**src/rtl/serial_rx_pkg.sv**
```systemverilog
// Shared definitions for the serial link receiver and its transmitter counterpart.
package serial_rx_pkg;

    typedef enum logic {
        S_IDLE = 1'b0,
        S_RECV = 1'b1
    } state_e;

    // Bit-counter width for an n-bit word, never narrower than one bit.
    function automatic int CNT_W(input int n);
        return (n <= 2) ? 1 : $clog2(n);
    endfunction

endpackage

```
**src/rtl/serial_word_receiver.sv**
```systemverilog
// Serial-to-parallel word receiver: assembles N-bit words MSB- or LSB-first and
// hands them to the consumer through a held output register with valid/ack.
module serial_word_receiver
    import serial_rx_pkg::*;
#(
    parameter int N = 8
) (
    input  logic         clk,
    input  logic         clr,
    input  logic         start,
    input  logic         shift_in,
    input  logic         shift_en,
    input  logic         msb_first,
    input  logic         ack,
    output logic [N-1:0] dout,
    output logic         valid,
    output logic         busy,
    output logic         overrun
);

    localparam int            CW   = CNT_W(N);
    localparam logic [CW-1:0] LAST = CW'(N - 1);

    state_e        state_q, state_d;
    logic          mode_q, mode_d;
    logic [N-1:0]  sreg_q, sreg_d;
    logic [CW-1:0] cnt_q, cnt_d;
    logic [N-1:0]  dout_q, dout_d;
    logic          valid_q, valid_d;
    logic          ovr_q, ovr_d;

    logic [N-1:0]  shifted;
    logic          complete;
    logic          slot_free;

    always_ff @(posedge clk or posedge clr) begin
        if (clr) begin
            state_q <= S_IDLE;
            mode_q  <= 1'b0;
            sreg_q  <= '0;
            cnt_q   <= '0;
            dout_q  <= '0;
            valid_q <= 1'b0;
            ovr_q   <= 1'b0;
        end else begin
            state_q <= state_d;
            mode_q  <= mode_d;
            sreg_q  <= sreg_d;
            cnt_q   <= cnt_d;
            dout_q  <= dout_d;
            valid_q <= valid_d;
            ovr_q   <= ovr_d;
        end
    end

    always_comb begin
        state_d = state_q;
        mode_d  = mode_q;
        sreg_d  = sreg_q;
        cnt_d   = cnt_q;
        dout_d  = dout_q;
        valid_d = valid_q;
        ovr_d   = ovr_q;

        shifted   = mode_q ? {sreg_q[N-2:0], shift_in} : {shift_in, sreg_q[N-1:1]};
        // start has priority over a bit presented in the same cycle.
        complete  = (state_q == S_RECV) && shift_en && !start && (cnt_q == LAST);
        slot_free = !valid_q || ack;

        case (state_q)
            S_IDLE: begin
                if (start) begin
                    state_d = S_RECV;
                    mode_d  = msb_first;
                    sreg_d  = '0;
                    cnt_d   = '0;
                end
            end
            S_RECV: begin
                if (start) begin
                    mode_d = msb_first;
                    sreg_d = '0;
                    cnt_d  = '0;
                end else if (shift_en) begin
                    sreg_d = shifted;
                    if (cnt_q == LAST) begin
                        cnt_d   = '0;
                        state_d = S_IDLE;
                    end else begin
                        cnt_d = cnt_q + CW'(1);
                    end
                end
            end
            default: state_d = S_IDLE;
        endcase

        // A completed word only lands if the consumer has drained the slot.
        if (complete) begin
            if (slot_free) begin
                dout_d  = shifted;
                valid_d = 1'b1;
            end else begin
                ovr_d = 1'b1;
            end
        end else if (ack && valid_q) begin
            valid_d = 1'b0;
        end
    end

    assign dout    = dout_q;
    assign valid   = valid_q;
    assign busy    = (state_q == S_RECV);
    assign overrun = ovr_q;

endmodule

```
**config.mk**
```make
export PLATFORM = sky130hd
export DESIGN_NAME = serial_word_receiver
export DESIGN_NICKNAME = d
export VERILOG_FILES = /design/src/rtl/serial_rx_pkg.sv /design/src/rtl/serial_word_receiver.sv
export SDC_FILE = /design/constraint.sdc
export NUM_CORES = 1
export LEC_CHECK = 0
export BUFFER_PORTS_ARGS = -buffer_cell sky130_fd_sc_hd__buf_2
export CAP_MARGIN = 10
export CORE_ASPECT_RATIO = 0.6
export CORE_UTILIZATION = 35
export DETAILED_ROUTE_END_ITERATION = 8
export GPL_TIMING_DRIVEN = 1
export PLACE_DENSITY = 0.66
export REMOVE_ABC_BUFFERS = 1
export SLEW_MARGIN = 20
export SYNTH_ARGS = -nofsm -noshare
export SYNTH_HDL_FRONTEND = slang
export SYNTH_SLANG_ARGS = --single-unit
export TNS_END_PERCENT = 1
```
**constraint.sdc**
```tcl
create_clock -name clk -period 2 [get_ports clk]
set_input_delay 0.3 -clock clk [delete_from_list [all_inputs] [get_ports clk]]
set_output_delay 0.3 -clock clk [all_outputs]
set_load 0.005 [all_outputs]
```
Word-level counts from Yosys, hierarchy flattened --
Index checks and enable logic that the tools add are counted.
Storage, ports and cells: output and inout bits 11, flip-flop bits (word level) 23, input bits 7, logic and storage cells 45
Operators by class: bitwise logic cells 2, equal/unequal tests 4, $add $sub $neg 1, multiplexer cells 19, reduce and logical (&&, ||, !) cells 12
Operators with widths (count):
- $mux 8 | 4
- $pmux 8 s2 | 1
- $mux 3 | 4
- $mux 1 | 8
- $reduce_and 2->1 | 4
- $pmux 3 s2 | 1
- $logic_and 1x1->1 | 4
- $add 3x1->3 const B | 1
- $eq 3x3->1 const B | 1
- $ne 3x3->1 const B | 1
- $logic_not 1->1 | 2
- $ne 2x1->1 const B | 1
- $ne 2x2->1 const B | 1
- $not 1->1 | 2
- $pmux 1 s2 | 1
- $reduce_bool 2->1 | 1
- $logic_or 1x1->1 | 1

Depth between registers and ports, before layout --
Gate-level depths: netlist (run 1).
word-level depth 5, depth in mapped cells 4, mapped depth without buffers 4

Least setup slack after synthesis (run 1) --
No wires, ideal clock.
kind reg2reg, start point register cnt_q[0], end point register dout_q[6] (netlist: dout[6]), library setup time 0.125 ns, data required time 1.875 ns, setup slack 0.636 ns, stages on the path, launching flop included 5, path buffers 0, data arrival time 1.239 ns, cell sequence dfrtp_1 ha_1 ha_1 nand3_4 mux2_4
Between the ends: longest elaborated chain between the ends 3
Ends and longest elaborated chain:
- start, declared | line serial_word_receiver.sv:27 | logic [CW-1:0] cnt_q, cnt_d;
- start signal, assigned | line serial_word_receiver.sv:49 | cnt_q <= cnt_d;
- $eq 3x3->1 | line serial_word_receiver.sv:67 | complete = (state_q == S_RECV) && shift_en && !start && (cnt_q == LAST);
- $logic_and 1x1->1 | line serial_word_receiver.sv:67
- $reduce_and 2->1 (no line)
- end signal, assigned | line serial_word_receiver.sv:50 | dout_q <= dout_d;
- end, declared | line serial_word_receiver.sv:28 | logic [N-1:0] dout_q, dout_d;
Every way passes these cells. A chain may end at the register's enable or synchronous reset.

Worst setup path after layout (run 1) --
start point register cnt_q[0], end point register dout_q[7] (netlist: dout[7])
Same word-level chain as after synthesis.

==> results of run 1 <==
power groups by stage:
| stage | registers (W) | logic [W] | clock network [W] |
|---|---|---|---|
| floorplan | 0.000493 | 0.0000344 | 0 |
| global placement | 0.000495 | 0.0000527 | 0 |
| detailed placement | 0.000496 | 0.0000542 | 0 |
| CTS | 0.000487 | 0.0000542 | 0.000297 |
| global route | 0.000489 | 0.0000600 | 0.000314 |
| finish | 0.000487 | 0.0000530 | 0.000290 |
layer usage:
metal  wire length [µm]  share of wire (%)  GRT usage (%)
met1                965                 57           18.7
met3                 86                5.1           5.58
met2                644                 38           16.4
met4                  0                  0           2.40
met5                  0                  0              0
cells in the mapped netlist (all sizes together):
cell type | count | area share [%]
a21o | 1 | 0.87
a21oi | 1 | 0.50
a22o | 4 | 3.9
and3b | 1 | 0.87
buf | 2 | 1.6
clkbuf | 1 | 0.37
dfrtp | 23 | 57
ha | 2 | 2.5
inv | 7 | 2.6
mux2 | 5 | 6.3
mux2i | 12 | 12
nand2 | 10 | 3.7
nand2b | 1 | 0.62
nand3 | 1 | 1.7
nand3b | 1 | 0.75
o21ai | 6 | 3.0
o21bai | 1 | 0.75
o31ai | 1 | 0.75
metrics by stage:
| step | total power (W) | worst slack [ns] | cells | instance area (µm²) | utilization (%) |
|---|---|---|---|---|---|
| CTS | 0.000838 | 0.521 | 132 | 1170 | 44.9 |
| detailed placement | 0.000550 | 0.506 | 128 | 1130 | 43.1 |
| global route | 0.000863 | 0.485 | 132 | 1170 | 44.9 |
| global placement | 0.000548 | 0.550 | 128 | 1130 | 43.1 |
| finish | 0.000830 | 0.526 | 132 | 1170 | 44.9 |
| floorplan | 0.000527 | 0.636 | 77 | 986 | - |
final timing paths:
check / start / endpoint / slack [ns] / depth (start not counted)
min: clr / busy / 0.05 / 3
max reg2reg: cnt_q[0] / dout[7] / 0.53 / 4
min in group clk: msb_first / mode_q / 0.27 / 2
max in group asynchronous: clr / mode_q / 1.72 / 3
min reg2reg: overrun / overrun / 0.48 / 1
max: cnt_q[0] / dout[7] / 0.53 / 4
layout by cell type (no fill, tap or decap), drive strengths merged:
cell    count
a21o        1
a21oi       1
a22o        4
and3b       1
buf        19
clkbuf      3
clkinv      1
dfrtp      23
ha          2
inv         7
mux2        5
mux2i      12
nand2      10
nand2b      1
nand3       1
nand3b      1
o21ai       6
o21bai      1
o31ai       1
logic make-up after synthesis:
family | Yosys count
flops | 23
mux | 17
compound gates | 14
simple gates | 14
buf+inv | 10
fa+ha+maj | 2
worst min-delay path, stage by stage:
cell and delay, ns:
buf_2 0.09, inv_1 0.04, buf_4 0.28
flip-flops by register name, summed over array words and instances, names as in the netlist:
register,flops
busy,1
cnt_q,3
dout,8
mode_q,1
overrun,1
sreg_q,8
valid,1
final cells by class:
class	instances	area, µm²
clock buffer	3	41.3
fill	244	1440
multi-input combinational	47	384
tap	32	40.0
clock inverter	1	5.00
sequential	23	576
timing repair buffer	19	100
inverter	7	26.3
==> impl_metrics.toml, run 1 <==
[power]
p_sw_w = 0.000191
p_seq_share_pct = 58.7
intPower_w = 0.000639
power_frac_comb_pct = 6.4
p_per_area_nw_per_um2 = 708
irDropWorstVdd_v = 0.000384
clockPowerShare_pct = 34.9
switching_share_pct = 23.0
leakagePower_nw = 0.641

[sta]
fin_tns_setup_ns = 0
fmax_mhz = 678
rsz0062_at_grt = "no"
period_share_pct = 73.7
drv_slew = 0
worst_pin_slew_ns = 0.450
relSlewSlack_pct = 70.0
worst_hold_slack_ns = 0.0540
hold_viol = 0
post-route-min-period_ns = 1.47
finalSetupViolCount = 0
skew_ns = 0.00489

[run_status]
outcome = "finished, violations left"
violations = "DRC"

[detailed_routing]
vias_per_cell = 4.84
drt_iter0_drc = 35
routedWlPerCell_um = 12.8
dr.pass1.iters = 6
dr_total_vias = 639
wl_um = 1700
route.detailed.drc = 2
ant_nets = 0

[worst_setup_path]
path_common_cell = "ha_1"
crit_chain = "ha_1 -> ha_1 -> nand3_4 -> mux2_4"
crit_fanout = 8
crit_buf_inv = 0
cpMaxStageDelayCell = "dfrtp_1"
crit_required_ns = 2.16
arrival_ns = 1.63
critical-path-top-delay-family = "adder cells"
critPathCaptureType = "flip-flop"
criticalPathCategory = "flip-flop to flip-flop"
cpPeakStageDelay_ns = 0.41
start_kind = "flip-flop"

[floorplanning]
io_pins = 18
dieHeight_um = 43.5
core_area_um2 = 2610
die_x_um = 71.2
rows = 14
die-area_um2 = 3100
initial_core_util_pct = 38.5

[synth]
ys_seq_area_share_pct = 57.2
synth-simple-area-share_pct = 7.71
synth_top_family_by_area = "multiplexers"
ys_seq_elements = 23
avgSynthCellArea_um2 = 12.6
synth_mux_area_share_pct = 18.3
synth_adder_area_share_pct = 2.49
synth_xor_area_share_pct = 0
synth_area_um2 = 1010
synth_compound_area_share_pct = 9.70
ys_warn_count = 0
yosysUniqueCellTypes = 21
syn_inst = 80

[clocking]
postCtsSetupBuffers = 0
clkTransAtPathRegs_ns = 0.08
ctsResizeCount = 0
htreeDepth = 1
clock_sinks = 23
hold_buffers = 0
clk_path_buf_depth = 2
insertion_delay_ns = 0.27
tritoncts = "done"
root_buffer = "clkbuf_8"
cts_buffers = 3

[place]
port_buffers = 17
place.gp.congestion = 0.768
hpwl_um = 1190

[job]
maxCapViolations = 0

[hold_path]
hp-class = "input pin to asynchronous set/reset pin"

[cells_and_area]
syn_to_final_growth_pct = 16.5
drive_above_1_share_pct = 33.0
diodes = 0
final_nets = 110

[global_route]
antenna_found_initial = 0
grt_usage_pct = 12.5
overflow = 0
grt_pass1_wl_um = 2800
grt_pass1_vias = 593
grt_max_degree = 24
Power figures use the tool's default switching activity.
==> run 2: changes to the inputs <==
==> constraint.sdc (replaced) <==
create_clock -name clk -period 1.4 [get_ports clk]
set_input_delay 0.21 -clock clk [delete_from_list [all_inputs] [get_ports clk]]
set_output_delay 0.21 -clock clk [all_outputs]
set_load 0.005 [all_outputs]
==> run 2 against run 1 <==
Against the previous run: the run still ends with DRC left; worst hold slack better by 0.13 ns; sequential power is 41% higher; largest power group unchanged; total power is 44% higher.
==> impl_metrics.toml, run 2 (synthesis results as in run 1) <==
[sta]
skew_ns = 0.00291
fin_tns_setup_ns = 0
rsz0062_at_grt = "no"
drv_slew = 0
worst_pin_slew_ns = 0.302
period_share_pct = 94.7
relSlewSlack_pct = 79.9
fmax_mhz = 755
finalSetupViolCount = 0
post-route-min-period_ns = 1.33
hold_viol = 0

[worst_setup_path]
start_kind = "flip-flop"
cpMaxStageDelayCell = "dfrtp_1"
critical-path-top-delay-family = "flip-flops"
arrival_ns = 1.48
rrSetupSlack_ns = 0.07
cp_num_cells = 4
critPathCaptureType = "flip-flop"
criticalPathCategory = "flip-flop to flip-flop"
cpPeakStageDelay_ns = 0.42
crit_chain = "ha_1 -> ha_2 -> nand3_4 -> mux2_4"
regToRegEndpoint = "dout[6]"
crit_buf_inv = 0
worst_r2r_path_depth = 4
crit_fanout = 3
r2r-start = "cnt_q[0]"
crit_required_ns = 1.56

[power]
p_seq_share_pct = 57.3
clockPowerShare_pct = 34.4
p_sw_w = 0.000276
leakagePower_nw = 0.673
switching_share_pct = 23.0
intPower_w = 0.000922
power_frac_comb_pct = 8.2
p_per_area_nw_per_um2 = 970
irDropWorstVdd_v = 0.000509

[clocking]
insertion_delay_ns = 0.26
tritoncts = "done"
clkTransAtPathRegs_ns = 0.08
root_buffer = "clkbuf_8"
cts_buffers = 3
clk_path_buf_depth = 2
clock_sinks = 23
htreeDepth = 1

[detailed_routing]
ant_nets = 0
dr.pass1.iters = 6
route.detailed.drc = 2
routedWlPerCell_um = 13.6
dr_total_vias = 661
wl_um = 1880
drt_iter0_drc = 48
vias_per_cell = 4.79

[job]
maxCapViolations = 0

[global_route]
antenna_found_initial = 0
grt_usage_pct = 14.3
grt_pass1_wl_um = 3210
overflow = 0
grt_max_degree = 24
grt_pass1_vias = 654

[place]
hpwl_um = 1370
place.gp.congestion = 0.797
port_buffers = 17

[cells_and_area]
fin_util_pct = 47.3
layout_commonest_cell = "dfrtp_1"
final_cell_mix = "dfrtp_1, buf_2, mux2i_1"
final_nets = 116
multi_input_area_um2 = 387
drive_above_1_share_pct = 36.8
fillers = 252
syn_to_final_growth_pct = 22.8
final-seq-area_um2 = 576
diodes = 0

[run_status]
outcome = "finished, violations left"
violations = "DRC"

[floorplanning]
core_area_um2 = 2610
initial_core_util_pct = 38.5
dieHeight_um = 43.5
die-area_um2 = 3100
die_x_um = 71.2
io_pins = 18
rows = 14

[hold_path]
hp-class = "input pin to flip-flop"
hp-start = "msb_first"
hold_depth = 2
min_to = "mode_q"
## run 2: metal layers
layer	up-vias	track usage, %	wire (µm)	part of all wire (%)
li1	329	-	-	-
met3	2	5.58	77	4.1
met2	16	20.4	805	43
met5	-	0	0	0
met1	314	20.3	987	53
met4	0	3.60	6	0.32
## run 2: area by class of cell
type,instances,share of cell area [%]
clock inverter,1,0.405
tap,32,3.24
sequential,23,46.6
clock buffer,3,3.34
multi-input combinational,47,31.3
inverter,7,2.13
timing repair buffer,25,13.0
## run 2: worst max-delay path by stage
stage                     slack, ns      from       to
after global placement         0.09  cnt_q[0]  dout[6]
after CTS                      0.05  cnt_q[0]  dout[6]
final                          0.07  cnt_q[0]  dout[6]
after floorplan                0.04  cnt_q[0]  dout[6]
after global routing           0.03  cnt_q[0]  dout[6]
after detailed placement       0.07  cnt_q[0]  dout[6]
## run 2: power groups by stage
stage | Combinational [W] | Clock [W] | Sequential, W
2_1_floorplan | 0.0000492 | 0 | 0.000704
3_3_place_gp | 0.0000900 | 0 | 0.000699
3_5_place_dp | 0.0000931 | 0 | 0.000699
4_1_cts | 0.0000954 | 0.000423 | 0.000686
5_1_grt | 0.000109 | 0.000449 | 0.000688
6_report | 0.0000983 | 0.000413 | 0.000687
## run 2: stage by stage
stage	instance area [µm²]	cells	hold slack [ns]	total power (W)	setup slack, ns
after global placement	1170	132	0.260	0.000789	0.0915
after global routing	1230	138	0.185	0.00125	0.0302
final	1230	138	0.182	0.00120	0.0748
after floorplan	986	77	0.212	0.000753	0.0357
after detailed placement	1170	132	0.266	0.000793	0.0672
after CTS	1220	137	0.178	0.00120	0.0499
## run 2: repair_timing
action                                  CTS  global route
hold endpoints to repair                 23             0
endpoints found under the setup margin    0             5
resized for setup                         0             1
setup buffers                             0             1
hold buffers                              1             0
==> run 3: changes to the inputs <==
--- a/config.mk
+++ b/config.mk
@@ -5,7 +5,7 @@
 export SDC_FILE = /design/constraint.sdc
 export NUM_CORES = 1
 export LEC_CHECK = 0
-export BUFFER_PORTS_ARGS = -buffer_cell sky130_fd_sc_hd__buf_2
+export BUFFER_PORTS_ARGS = -buffer_cell sky130_fd_sc_hd__buf_4
 export CAP_MARGIN = 10
 export CORE_ASPECT_RATIO = 0.6
 export CORE_UTILIZATION = 35
==> constraint.sdc (replaced) <==
create_clock -name clk -period 1.5 [get_ports clk]
set_input_delay 0.225 -clock clk [delete_from_list [all_inputs] [get_ports clk]]
set_output_delay 0.225 -clock clk [all_outputs]
set_load 0.005 [all_outputs]
==> run 3 against run 2 <==
Against the previous run: the run ends with DRC, hold timing left; clock-buffer cell count is the same; critical path depth up 1; sequential cell count unchanged; die area unchanged; maximum frequency shrank 6.2%; final cell count shrank 2.2%; critical path type unchanged; critical endpoint is now dout[0]; largest cell class unchanged; largest power group unchanged; highest routed layer unchanged.
==> impl_metrics.toml, run 3 (synthesis results as in run 1) <==
[run_status]
outcome = "finished, violations left"
violations = "DRC, hold timing"

[sta]
skew_ns = 0.00624
fin_tns_setup_ns = 0
relSlewSlack_pct = 80.2
drv_slew = 0
rsz0062_at_grt = "no"
hold_viol = 21
finalSetupViolCount = 0
worst_pin_slew_ns = 0.297
worst_hold_slack_ns = -0.00605
fmax_mhz = 708
period_share_pct = 94.2
post-route-min-period_ns = 1.41

[power]
p_per_area_nw_per_um2 = 900
power_w = 0.00111
leakagePower_nw = 0.673
irDropWorstVdd_v = 0.000585

[global_route]
grt_use_met2_pct = 21.1
met1_usage_pct = 17.0
overflow = 0
grt_max_degree = 24
grt_pass1_wl_um = 3040
grt_usage_pct = 13.8
antenna_found_initial = 0
grt_use_met3_pct = 5.81
grt_pass1_vias = 683
grt_busiest_layer = "met2"

[worst_setup_path]
cpMaxStageDelayCell = "dfrtp_1"
cp_num_cells = 5
crit_chain = "ha_1 -> ha_1 -> nand3_4 -> buf_4 -> mux2i_1"
start_kind = "flip-flop"
crit_required_ns = 1.69
endpoint = "dout[0]"
crit_start = "cnt_q[0]"
cpPeakStageDelay_ns = 0.41
regToRegEndpoint = "dout[0]"
crit_fanout = 6
criticalPathCategory = "flip-flop to flip-flop"
arrival_ns = 1.60
crit_buf_inv = 1
r2r-start = "cnt_q[0]"
path_common_cell = "ha_1"
rrSetupSlack_ns = 0.09
critPathCaptureType = "flip-flop"
critical-path-top-delay-family = "adder cells"
worst_r2r_path_depth = 5

[floorplanning]
dieHeight_um = 43.5
die_x_um = 71.2
io_pins = 18
initial_core_util_pct = 38.5
core_area_um2 = 2610
die-area_um2 = 3100
rows = 14

[detailed_routing]
wl_um = 1750
vias_per_cell = 4.83
routedWlPerCell_um = 13.0
ant_nets = 0
dr_total_vias = 652
dr.pass1.iters = 5
drt_iter0_drc = 25
route.detailed.drc = 2

[clocking]
clock_sinks = 23
cts_buffers = 3
tritoncts = "done"
clk_path_buf_depth = 2
insertion_delay_ns = 0.27
htreeDepth = 1
ctsResizeCount = 0
postCtsSetupBuffers = 0
clkTransAtPathRegs_ns = 0.08
hold_buffers = 0
root_buffer = "clkbuf_8"

[cells_and_area]
final_cell_mix = "dfrtp_1, buf_4, mux2i_1"
fin_area_um2 = 1240
syn_to_final_growth_pct = 23.0
layout_commonest_cell = "dfrtp_1"
drive_above_1_share_pct = 35.0
final_nets = 113
diodes = 0

[place]
place.gp.congestion = 0.755
placed_cell_area_um2 = 1190
port_buffers = 17
hpwl_um = 1280

[hold_path]
hp-class = "input pin to asynchronous set/reset pin"

[job]
maxCapViolations = 0
run 3: cell types whose count changed in the layout (fill, tap and decap cells not counted):
cell | previous run | this run
buf_4 | 6 | 22
dlygate4sd3_1 | 1 | 0
buf_2 | 17 | 0
ha_1 | 1 | 2
buf_12 | 1 | 0
ha_2 | 1 | 0
run 3: layout make-up:
class                      count  area, µm²
tap                           32       40.0
clock inverter                 1       5.00
inverter                       7       26.3
fill                         249       1370
multi-input combinational     47        384
sequential                    23        576
clock buffer                   3       41.3
timing repair buffer          22        165
run 3: worst min-delay path, stage by stage:
cell and delay, ns:
buf_4 0.11, inv_1 0.04, buf_4 0.28
run 3: where the power goes:
group | total, W | internal (W) | switching [W]
sequential | 0.000641 | 0.000632 | 0.00000902
clock | 0.000383 | 0.000185 | 0.000198
combinational | 0.0000896 | 0.0000439 | 0.0000457
total | 0.00111 | 0.000861 | 0.000252
run 3: worst min path at each step:
stage / to / slack, ns / from / cells past startpoint
3_3_place_gp: busy / 0.29 / clr / 3
6_report: dout[1] / -0.006 / clr / 3
5_1_grt: dout[1] / 0.02 / clr / 3
2_1_floorplan: busy / 0.23 / clr / 1
3_5_place_dp: busy / 0.29 / clr / 3
4_1_cts: dout[1] / 0.003 / clr / 3
run 3: metrics by stage:
step / util [%] / cells / setup slack, ns / hold slack, ns
after floorplan: - / 77 / 0.136 / 0.227
after global placement: 45.6 / 131 / 0.129 / 0.289
after detailed placement: 45.6 / 131 / 0.0791 / 0.294
after CTS: 47.4 / 135 / 0.0698 / 0.00257
after global routing: 47.4 / 135 / 0.0197 / 0.0206
final: 47.4 / 135 / 0.0869 / -0.00605
run 3: metal layers:
| metal | up-vias | share of wire, % |
|---|---|---|
| li1 | 326 | - |
| met1 | 306 | 51 |
| met2 | 16 | 42 |
| met3 | 4 | 4.9 |
| met4 | 0 | 1.7 |
| met5 | - | 0 |
